[src/rtl/pmod_als_sequencer.sv]
// Serial sequencer for an 8-bit ambient-light ADC on a 16-bit frame (PMOD ALS).
// Optional frame-format check enabled by defining PMODALS_FRAME_CHECK_EN.
//
//  state | meaning
//  IDLE  | waiting for start or period tick, CS high
//  SETUP | CS low, SCLK high, CLK_DIV cycles before the first low phase
//  SHIFT | 16 SCLK periods, sdo captured on each low-to-high transition
//  HOLD  | CS high quiet time, valid pulses on the first cycle
module pmod_als_sequencer #(
    parameter int CLK_DIV       = 13,
    parameter int SAMPLE_PERIOD = 100000,
    parameter int QUIET         = 20
) (
    input  logic       clk,
    input  logic       rst,
    input  logic       en,
    input  logic       start,
    input  logic       sdo,
    output logic       cs,
    output logic       sclk,
    output logic [7:0] data,
    output logic       valid,
    output logic       busy,
    output logic       err
);

    localparam int CNT_MAX = (CLK_DIV > QUIET) ? CLK_DIV : QUIET;
    localparam int CNT_W   = $clog2(CNT_MAX + 1);
    localparam int PER_W   = $clog2(SAMPLE_PERIOD);

    // Frame bits above 12 only matter to the format check.
`ifdef PMODALS_FRAME_CHECK_EN
    localparam int SR_W = 16;
`else
    localparam int SR_W = 13;
`endif

    typedef enum logic [1:0] {
        IDLE  = 2'd0,
        SETUP = 2'd1,
        SHIFT = 2'd2,
        HOLD  = 2'd3
    } state_t;

    state_t            state, state_n;
    logic [CNT_W-1:0]  cnt, cnt_n;
    logic [3:0]        bit_cnt, bit_n;
    logic              phase, phase_n;
    logic [SR_W-1:0]   sr, sr_n;
    logic [7:0]        data_n;
    logic [PER_W-1:0]  per, per_n;
    logic              tick;
    logic              frame_done;

    always_comb begin
        state_n    = state;
        cnt_n      = cnt;
        bit_n      = bit_cnt;
        phase_n    = phase;
        sr_n       = sr;
        data_n     = data;
        per_n      = per;
        tick       = 1'b0;
        frame_done = 1'b0;

        if (!en) begin
            per_n = PER_W'(SAMPLE_PERIOD - 1);
        end else if (per == '0) begin
            tick  = 1'b1;
            per_n = PER_W'(SAMPLE_PERIOD - 1);
        end else begin
            per_n = per - PER_W'(1);
        end

        case (state)
            IDLE: begin
                if (start || tick) begin
                    state_n = SETUP;
                    cnt_n   = CNT_W'(CLK_DIV - 1);
                    bit_n   = 4'd0;
                end
            end
            SETUP: begin
                if (cnt == '0) begin
                    state_n = SHIFT;
                    cnt_n   = CNT_W'(CLK_DIV - 1);
                    phase_n = 1'b0;
                end else begin
                    cnt_n = cnt - CNT_W'(1);
                end
            end
            SHIFT: begin
                if (cnt != '0) begin
                    cnt_n = cnt - CNT_W'(1);
                end else if (!phase) begin
                    // Rising SCLK: the ADC changed sdo on the previous falling edge.
                    cnt_n   = CNT_W'(CLK_DIV - 1);
                    phase_n = 1'b1;
                    sr_n    = {sr[SR_W-2:0], sdo};
                end else if (bit_cnt == 4'd15) begin
                    state_n    = HOLD;
                    cnt_n      = CNT_W'(QUIET - 1);
                    data_n     = sr[12:5];
                    frame_done = 1'b1;
                end else begin
                    cnt_n   = CNT_W'(CLK_DIV - 1);
                    phase_n = 1'b0;
                    bit_n   = bit_cnt + 4'd1;
                end
            end
            HOLD: begin
                if (cnt == '0) begin
                    state_n = IDLE;
                end else begin
                    cnt_n = cnt - CNT_W'(1);
                end
            end
            default: state_n = IDLE;
        endcase
    end

    // Pin outputs are registered from next-state so SCLK/CS never glitch.
    always_ff @(posedge clk) begin
        if (rst) begin
            state   <= IDLE;
            cnt     <= '0;
            bit_cnt <= 4'd0;
            phase   <= 1'b1;
            sr      <= '0;
            data    <= 8'd0;
            per     <= PER_W'(SAMPLE_PERIOD - 1);
            cs      <= 1'b1;
            sclk    <= 1'b1;
            busy    <= 1'b0;
            valid   <= 1'b0;
        end else begin
            state   <= state_n;
            cnt     <= cnt_n;
            bit_cnt <= bit_n;
            phase   <= phase_n;
            sr      <= sr_n;
            data    <= data_n;
            per     <= per_n;
            cs      <= !(state_n == SETUP || state_n == SHIFT);
            sclk    <= !(state_n == SHIFT && !phase_n);
            busy    <= (state_n != IDLE);
            valid   <= frame_done;
        end
    end

`ifdef PMODALS_FRAME_CHECK_EN
    logic frame_bad;
    assign frame_bad = (sr[15:13] != 3'd0) || (sr[3:0] != 4'd0);

    always_ff @(posedge clk) begin
        if (rst) begin
            err <= 1'b0;
        end else if (frame_done) begin
            err <= frame_bad;
        end
    end
`else
    assign err = 1'b0;
`endif

endmodule

[config.mk]
export PLATFORM = sky130hd
export DESIGN_NAME = pmod_als_sequencer
export DESIGN_NICKNAME = d
export VERILOG_FILES = /design/src/rtl/pmod_als_sequencer.sv
export SDC_FILE = /design/constraint.sdc
export NUM_CORES = 1
export LEC_CHECK = 0
export BUFFER_PORTS_ARGS = -buffer_cell sky130_fd_sc_hd__clkbuf_2
export CAP_MARGIN = 40
export CORE_ASPECT_RATIO = 0.7
export CORE_MARGIN = 2
export CORE_UTILIZATION = 30
export DETAILED_ROUTE_END_ITERATION = 6
export PLACE_DENSITY = 0.54
export SLEW_MARGIN = 5
export SYNTH_ARGS = -nofsm -noshare
export SYNTH_HDL_FRONTEND = slang
export SYNTH_SLANG_ARGS = --single-unit
[constraint.sdc]
create_clock -name clk -period 2.65 [get_ports clk]
set_input_delay 0.265 -clock clk [delete_from_list [all_inputs] [get_ports clk]]
set_output_delay 0.265 -clock clk [all_outputs]
set_load 0.03 [all_outputs]
==> metrics.csv <==
stage;metric;value;unit
worst_hold_path;hold path cells;3;
synth;Post-synth EDFFs;0;
synth;Mapped Area;0.00243;mm^2
pwr;Pwr Density;668;mW/mm^2
synth;Synth Instances;283;
clock_network;number of buffers created by CTS;5;
timing;final count of negative-setup-slack endpoints;0;
pwr;Clock Power Share;45.2;%
synth;Seq/Total Area, Yosys;44.5;%
clock_network;Hold Buf Count CTS;0;
timing;setup_tns;0;ps
clock_network;CTS root buffer;clkbuf_16;
route;WL/cell;12.2;um
clock_network;Worst-path clk slew;70;ps
pwr;P_int;1.47;mW
job;Max Cap Viol;0;
grt;vias in the first global route;1836;
worst_setup_path;worst reg2reg path depth;10;
worst_setup_path;Critical Path AT;2710;ps
grt;first-pass GRT wire length;8.76;mm
outcome;status;finished clean;
worst_setup_path;crit-path max cell delay;480;ps
pwr;Leak;1.07;nW
clock_network;clk_lat worst skew;290;ps
worst_setup_path;Most common cell on crit path;ha_1;
worst_setup_path;CP delay by family, top;simple AND/OR/NAND/NOR gates;
synth;async set-reset flop share out of synthesis;0;%
grt;largest net degree at the start of global routing;37;
route;final antenna-violating net count;0;
grt;antenna violations before repair;0;
synth;Synth Area per Inst;8.59;um^2
timing;RSZ-0062 raised after global routing;false;
timing;Clock Skews;4.68;ps
clock_network;postcts setup bufs;0;
clock_network;H-Tree Depth;2;
final_layout;Final Instance Area;0.00285;mm^2
final_layout;commonest non-fill, non-tap cells in the layout;dfxtp_1 (54), nand2_1 (41), a21oi_1 (27), nor2_1 (25), clkbuf_2 (16);
worst_setup_path;Buf/Inv on CP;2;
clock_network;TritonCTS clock tree;yes;
clock_network;number of gates resized after cts;0;
route;drt pass-1 iters;4;
placement;GP Congestion;0.839;
final_layout;nets@finish;318;
pwr;Seq pwr share;44.7;%
timing;Slew Viols, Final;0;
timing;post-route clock period utilization;95.3;%
final_layout;share of layout cells above drive strength 1;15.5;%
placement;port bufs;16;
worst_setup_path;Critical Path Stages;10;
pwr;Sw Share;22.6;%
floorplanning;IO Pins;18;
route;Via-to-Cell Ratio;4.99;
worst_setup_path;Startpoint Class;register;
timing;Worst-Margin Slew;550;ps
route;DR vias;2019;
final_layout;n_diodes;0;
floorplanning;die span in x;112;um
grt;Congestion Overflow GR;0;
placement;HPWL after detailed placement;3.50;mm
pwr;Worst VDD drop;303;uV
pwr;Sw Pwr;429;uW
floorplanning;std cell rows;27;
worst_setup_path;worst-path cell chain;inv_1 > ha_1 > or4b_1 > buf_4 > a211oi_1 > o21ai_0 > o21ai_1 > nor2_1 > ha_1 > or2_2;
placement;Post-DP Area;0.00264;mm^2
timing;Worst slew margin;63.1;%
floorplanning;full die area;0.00885;mm^2
worst_setup_path;Crit. End Element;register;
floorplanning;Die Height;79.3;um
floorplanning;initial core utilization;30.9;%
grt;total track usage;12.2;%
clock_network;CTS max path bufs;2;
clock_network;clk sink count;54;
timing;min Tclk post-route;2530;ps
synth;Netlist cell types;49;
final_layout;synthesis-to-finish area growth;17.1;%
synth;Ys Warns;0;
route;drc violations;0;
worst_hold_path;class of the worst hold path;in2reg;
route;Initial DRC Count;141;
timing;Fmax;396;MHz
floorplanning;CORE AREA;0.00787;mm^2
route;WL final;4.94;mm
timing;final hold violations;0;
synth;ys flop type;dfxtp_1;
worst_setup_path;Critical Path RT;2830;ps
worst_setup_path;Setup CP Type;reg2reg;
synth;number of synthesized register bits;54;
final_layout;commonest non-fill, non-tap cell in the layout;dfxtp_1;
pwr;Logic pwr share;10.1;%
synth;Synth Net Count;298;
worst_setup_path;worst-path fanout max;7;
worst_setup_path;Worst path slowest cell;or4b_1;
[through the flow]
step | setup slack (ps) | hold slack, ps | instances | power, mW | utilization (%)
finish | 124 | 185 | 405 | 1.90 | 36.1
global route | 10.3 | 198 | 405 | 1.98 | 36.1
CTS | 108 | 184 | 405 | 1.92 | 36.1
detailed placement | 119 | 392 | 397 | 1.06 | 33.6
global placement | 175 | 382 | 397 | 1.06 | 33.6
floorplan | 113 | 371 | 283 | 1.00 | -
[tightest hold or removal path: stages]
cell and delay (ps):
clkbuf_2 80, nand2_1 40, a21oi_1 50
[final cells by class]
class	count	area, um^2
timing repair buffer	25	148
clock inverter	2	60.1
sequential	54	1080
clock buffer	6	139
inverter	10	37.5
fill	803	5030
multi-input combinational	207	1250
tap	101	126
[power groups by stage]
stage	clock (mW)	combinational, mW	sequential [mW]
finish	0.858	0.192	0.849
global route	0.909	0.215	0.852
CTS	0.879	0.189	0.848
detailed placement	0	0.189	0.867
global placement	0	0.190	0.868
floorplan	0	0.131	0.871
[logic make-up (layout without fill, tap and decap cells)]
family / count (synthesis) / count (layout) / synth area share, %
other cells: 1 / 1 / 0.154
xor+xnor: 11 / 11 / 3.96
fa+ha+maj: 10 / 10 / 5.15
mux: 8 / 8 / 3.30
compound gates: 59 / 59 / 14.9
simple gates: 118 / 118 / 24.0
flops: 54 / 54 / 44.5
buf+inv: 22 / 43 / 4.07
[final timing paths]
path / from / end / slack (ps)
worst min-delay path: sdo / sr[0]$_SDFFE_PP0P_ / 180
worst max-delay path: cnt[0]$_SDFFE_PP0P_ / cs$_SDFF_PP1_ / 120
worst max register to register: cnt[0]$_SDFFE_PP0P_ / cs$_SDFF_PP1_ / 120
worst min register to register: per[0]$_SDFF_PP1_ / per[0]$_SDFF_PP1_ / 400
[registers in the layout, summed over array words and instances, names as in the netlist]
signal / count
valid: 1
cs: 1
sclk: 1
busy: 1
sr: 13
data: 8
state: 2
cnt: 5
phase: 1
bit_cnt: 4
per: 17
[synth_stat cells (3+ instances only)]
library cell	instances	area (um^2)
a211oi_1	3	22.5
dfxtp_1	54	1080
nand2b_1	4	25.0
nand3_1	7	35.0
or2_2	3	18.8
xnor2_1	7	61.3
clkbuf_1	8	30.0
ha_1	10	125
a21oi_1	27	135
nor2_1	25	93.8
nor4_1	6	37.5
o31ai_1	3	22.5
o21ai_0	11	55.1
nand2_1	41	154
xor2_1	4	35.0
nor3_1	11	55.1
inv_1	10	37.5
mux2i_1	8	80.1
[routing by layer]
layer | vias to the layer above | share of wire, % | global-route usage, %
li1 | 1030 | - | -
met1 | 918 | 53 | 17.6
met2 | 57 | 39 | 16.9
met3 | 14 | 5.7 | 2.52
met4 | 0 | 2.8 | 6.54
met5 | - | 0 | 0
Note: power is estimated with default switching activity, not from simulation.
